File: config.mk
export PLATFORM = sky130hd
export DESIGN_NAME = param_pipe_shift
export DESIGN_NICKNAME = d
export VERILOG_FILES = /design/src/rtl/param_pipe_shift.sv
export SDC_FILE = /design/constraint.sdc
export NUM_CORES = 1
export LEC_CHECK = 0
export BUFFER_PORTS_ARGS = -buffer_cell sky130_fd_sc_hd__buf_4
export CORE_AREA = 2 2 45 55
export CTS_BUF_LIST = sky130_fd_sc_hd__clkbuf_4
export CTS_CLUSTER_DIAMETER = 100
export CTS_CLUSTER_SIZE = 40
export DETAILED_ROUTE_END_ITERATION = 8
export DIE_AREA = 0 0 47 57
export PLACE_DENSITY = 0.81
export SLEW_MARGIN = 15
export SYNTH_ARGS = -nofsm -noshare
export SYNTH_HDL_FRONTEND = slang
export SYNTH_SLANG_ARGS = --single-unit
File: constraint.sdc
create_clock -name clk -period 5 [get_ports clk]
set_clock_uncertainty 0.15 [all_clocks]
set_input_delay 0.25 -clock clk [delete_from_list [all_inputs] [get_ports clk]]
set_output_delay 0.25 -clock clk [all_outputs]
set_load 0.02 [all_outputs]
File: src/rtl/param_pipe_shift.sv
// param_pipe_shift: parametrised elastic pipeline register chain.
//
// WIDTH-bit words move through DEPTH clocked stages under valid/ready flow
// control. A valid stage moves into an empty downstream stage even while the
// consumer stalls, which collapses bubbles. flush clears every stage valid
// without touching data. rst is synchronous and active high, and it overrides
// flush and all handshakes.
//
// Parameters:
//   WIDTH     data width in bits (>= 1)
//   DEPTH     number of stages (>= 2)
//
// Ports:
//   clk       clock; all state updates on posedge
//   rst       synchronous active-high reset
//   flush     synchronous clear of all stage valids
//   in_valid  producer presents in_data
//   in_data   producer data
//   in_ready  pipeline accepts in_data this cycle (combinational)
//   out_valid last stage holds a word for the consumer
//   out_data  data of the last stage
//   out_ready consumer accepts out_data this cycle
//   count     number of occupied stages
//
// Optional build macro PARAM_PIPE_TAP_EN adds the following ports:
//   tap_sel   stage to observe
//   tap_data  data of the selected stage
//   tap_valid valid of the selected stage
// tap_data and tap_valid are both combinational. If tap_sel is DEPTH or
// higher, tap_data and tap_valid are both 0.

module param_pipe_shift #(
  parameter int unsigned WIDTH = 4,
  parameter int unsigned DEPTH = 4
) (
  input  logic                       clk,
  input  logic                       rst,
  input  logic                       flush,
  input  logic                       in_valid,
  input  logic [WIDTH-1:0]           in_data,
  output logic                       in_ready,
  output logic                       out_valid,
  output logic [WIDTH-1:0]           out_data,
  input  logic                       out_ready,
  output logic [$clog2(DEPTH+1)-1:0] count
`ifdef PARAM_PIPE_TAP_EN
  ,
  input  logic [$clog2(DEPTH)-1:0]   tap_sel,
  output logic [WIDTH-1:0]           tap_data,
  output logic                       tap_valid
`endif
);

  localparam int unsigned CntW = $clog2(DEPTH + 1);

  logic [DEPTH-1:0] vld_q;
  logic [WIDTH-1:0] dat_q [DEPTH];
  logic [CntW-1:0]  count_q;

  logic [DEPTH-1:0] adv;
  logic [DEPTH-1:0] load;
  logic             accept;
  logic             drain;

  assign out_valid = vld_q[DEPTH-1] & ~flush;
  assign out_data  = dat_q[DEPTH-1];
  assign count     = count_q;

  // Advance decisions ripple from the output stage back to the input stage.
  // A slot is free next cycle if it is empty now or its word is moving on.
  always_comb begin
    adv  = '0;
    load = '0;
    drain = out_valid & out_ready;
    adv[DEPTH-1] = drain;
    for (int i = DEPTH - 1; i >= 1; i--) begin
      adv[i-1] = vld_q[i-1] & (~vld_q[i] | adv[i]) & ~flush;
    end
    in_ready = (~vld_q[0] | adv[0]) & ~flush;
    accept   = in_valid & in_ready;
    load[0]  = accept;
    for (int i = 1; i < DEPTH; i++) begin
      load[i] = adv[i-1];
    end
  end

  always_ff @(posedge clk) begin
    if (rst) begin
      vld_q   <= '0;
      count_q <= '0;
      for (int i = 0; i < DEPTH; i++) begin
        dat_q[i] <= '0;
      end
    end else if (flush) begin
      // Data is left in place; only occupancy is discarded.
      vld_q   <= '0;
      count_q <= '0;
    end else begin
      if (load[0]) begin
        vld_q[0] <= 1'b1;
        dat_q[0] <= in_data;
      end else if (adv[0]) begin
        vld_q[0] <= 1'b0;
      end
      for (int i = 1; i < DEPTH; i++) begin
        if (load[i]) begin
          vld_q[i] <= 1'b1;
          dat_q[i] <= dat_q[i-1];
        end else if (adv[i]) begin
          vld_q[i] <= 1'b0;
        end
      end
      count_q <= count_q + CntW'(accept) - CntW'(drain);
    end
  end

`ifdef PARAM_PIPE_TAP_EN
  always_comb begin
    tap_data  = '0;
    tap_valid = 1'b0;
    if (32'(tap_sel) < DEPTH) begin
      tap_data  = dat_q[tap_sel];
      tap_valid = vld_q[tap_sel] & ~flush;
    end
  end
`else
  // Default build: no tap mux.
`endif

endmodule

==> flow_summary.toml <==
[sta]
min_period_ps = 2370
relSlewSlack_pct = 59.5
holdWs_ps = 29.2
drv_slew = 0
setup_viol = 0
setup_tns_ps = 0
worst_slack_ps = 2630
finalHoldViolCount = 0
fin_crit_sh_pct = 47.4
tightest_slew_ps = 603
max_freq_mhz = 422
rsz0062_at_grt = "false"

[hold_path]
hold_start = "in_valid"
worstHoldPathType = "in -> reg"
min_delay_path_depth = 2
hold_end = "vld_q[0]"

[global_routing]
grt.total_usage_pct = 16.4
antenna_found_initial = 0
grtUsageMet3_pct = 2.85
grt.overflow.total = 0
grt_pass1_vias = 698
use_met2_pct = 28.8
grt_pass1_wl_um = 3150
grt_max_degree = 15
grt_use_met1_pct = 19.0
top_usage_layer = "met2"

[critical_path]
critPathRequiredTime_ps = 5050
rr_worst_depth = 9
rrSetupSlack_ps = 2630
critical_path_class = "reg -> reg"
r2r-end = "count[2]"
slowest_stage = "dfxtp_1"
reg2reg_from = "vld_q[1]"
worstPathMaxFanout = 14
slowest_delay_ps = 460
cp-end-kind = "flop"
crit_chain = "and4b_4 -> a21o_1 -> ha_1 -> inv_1 -> ha_1 -> inv_1 -> fa_1 -> xnor3_1 -> nor2_1"
worst_setup_path_start_kind = "flop"
critPathLaunch = "vld_q[1]"
arrival_ps = 2420

[synth]
syn-num-nets = 102
synth_cells = 90
yosysWarnings = 0
yosysTopAreaCell = "edfxtp_1"
ys_ff_latch = 23
synth_area_leaders = "edfxtp_1 (39%), dfxtp_1 (11%), nor4b_2 (8.6%)"
ys_types = 32
ys_seq_area_share_pct = 50.9
syn_area_um2 = 1220
avgSynthCellArea_um2 = 13.5
netlist.area_leader.share_pct = 39.4

[clock_tree]
insertion_delay_ps = 310
cts_buffer_depth = 2
cts_resized = 0
hold_buffers = 0
postCtsSetupBuffers = 0
cts_root_buf = "clkbuf_4"
path_clk_slew_ps = 130
h-tree-depth = 1
cts_buffers = 3
cts_sinks = 23
cts_tree = "yes"

[detailed_routing]
drtAntennaViolNets = 0
drt_first_pass_iters = 4
viasPerCell = 5.48
wl_per_cell_um = 13.9
vias = 723
wl_um = 1830
drcViolationCount = 0
drt_iter0_markers = 5

[cells_and_area]
syn2layout_area_growth_pct = 9.65
antenna_cells = 0
finish.utilization_pct = 61.1
fin_area_um2 = 1340
final_nets = 114
layout-drive-gt1-share_pct = 38.6
layoutNonFillerInstCount = 132

[power]
p_leak_nw = 0.491
powerDensity_nw_per_um2 = 251
peakVddDrop_v = 0.000163
p_total_mw = 0.335

[place]
dp_slack_ps = 2640
placed_cells = 128
place.port_buffers = 17
routabilityCongestion = 0.693
dpl.hpwl_um = 1380
placed_area_um2 = 1310

[floorplanning]
dieArea_um2 = 2680
num_rows = 19
die_y_um = 57
boundaryPins = 18
start_util_pct = 55.7
die_x_um = 47
core_area_um2 = 2190

[status]
outcome = "completed"

[run]
cap_violations = 0
==> where the power goes <==
part / switching (mW) / leakage, nW / total, mW / internal (mW)
Combinational: 0.0168 / 0.248 / 0.0301 / 0.0133
Sequential: 0.00328 / 0.224 / 0.214 / 0.210
Clock: 0.0551 / 0.0184 / 0.0916 / 0.0366
Total: 0.0751 / 0.491 / 0.335 / 0.260
==> state kept, by name, summed over array words and instances (netlist names) <==
name and cells:
count 3, dat_q 16, vld_q 4
==> how the worst max path moves through the flow <==
stage / cells after the start / endpoint / slack [ps]
6_report: 9 / count[2] / 2630
5_1_grt: 9 / count[2] / 2470
4_1_cts: 9 / count[2] / 2620
3_5_place_dp: 9 / count[2] / 2640
3_3_place_gp: 10 / count[2] / 2680
2_1_floorplan: 10 / count[2] / 2780
==> layout by cell type (no fill, tap or decap), drive strengths merged, types with 2 or more instances in the layout <==
cell	count
nor3	4
nand2	4
edfxtp	16
ha	2
o21ai	2
and2	2
nor2	3
buf	17
dfxtp	7
o21a	3
a2111oi	4
clkbuf	4
inv	8
nor4b	8
nand2b	3
==> layer usage <==
layer  vias up  share of wire, %
li1        344                 -
met1       358                38
met2        17                57
met3         4               3.5
met4         0               1.7
met5         -                 0
==> worst max-delay path, delay by kind of cell, from the launching register on <==
kind / cells / cell delay [ps]
fa+ha+maj: 3 / 710
simple gates: 2 / 470
flops: 1 / 460
xor+xnor: 1 / 200
compound gates: 1 / 170
buf+inv: 2 / 100
==> synth_stat cells <==
library cell and number:
buf_6 3, ha_1 2, nor2_1 3, a22o_1 1, and2b_1 1, nand2b_1 2
dfxtp_1 7, o21a_1 3, nand2_1 4, o211ai_1 1, and2_1 2, a21oi_1 1
or2_1 1, inv_1 8, o31ai_1 1, xnor3_1 1, nor3b_1 1, and4b_4 1
o21ai_1 2, a2111oi_2 4, nor4b_4 1, buf_4 4, and3b_1 1, nor4b_2 7
nor3_2 4, or3b_1 1, buf_2 3, fa_1 1, edfxtp_1 16, a21o_1 1
nand2b_4 1, nor2b_1 1
==> logic make-up (layout without fill, tap and decap cells) <==
logic type      count (synthesis)  in the layout  synth area share, %
xor+xnor                        1              1                 1.85
simple gates                   31             31                 24.0
flops                          23             23                 50.9
compound gates                 14             14                 10.6
fa+ha+maj                       3              3                 3.70
buf+inv                        18             29                 8.93
==> layout make-up <==
| class | count | area, um2 |
|---|---|---|
| clock buffer | 4 | 30.0 |
| sequential | 23 | 621 |
| inverter | 8 | 30.0 |
| fill | 192 | 851 |
| timing repair buffer | 17 | 128 |
| tap | 31 | 38.8 |
| multi-input combinational | 49 | 489 |
Power figures use the tool's default switching activity.
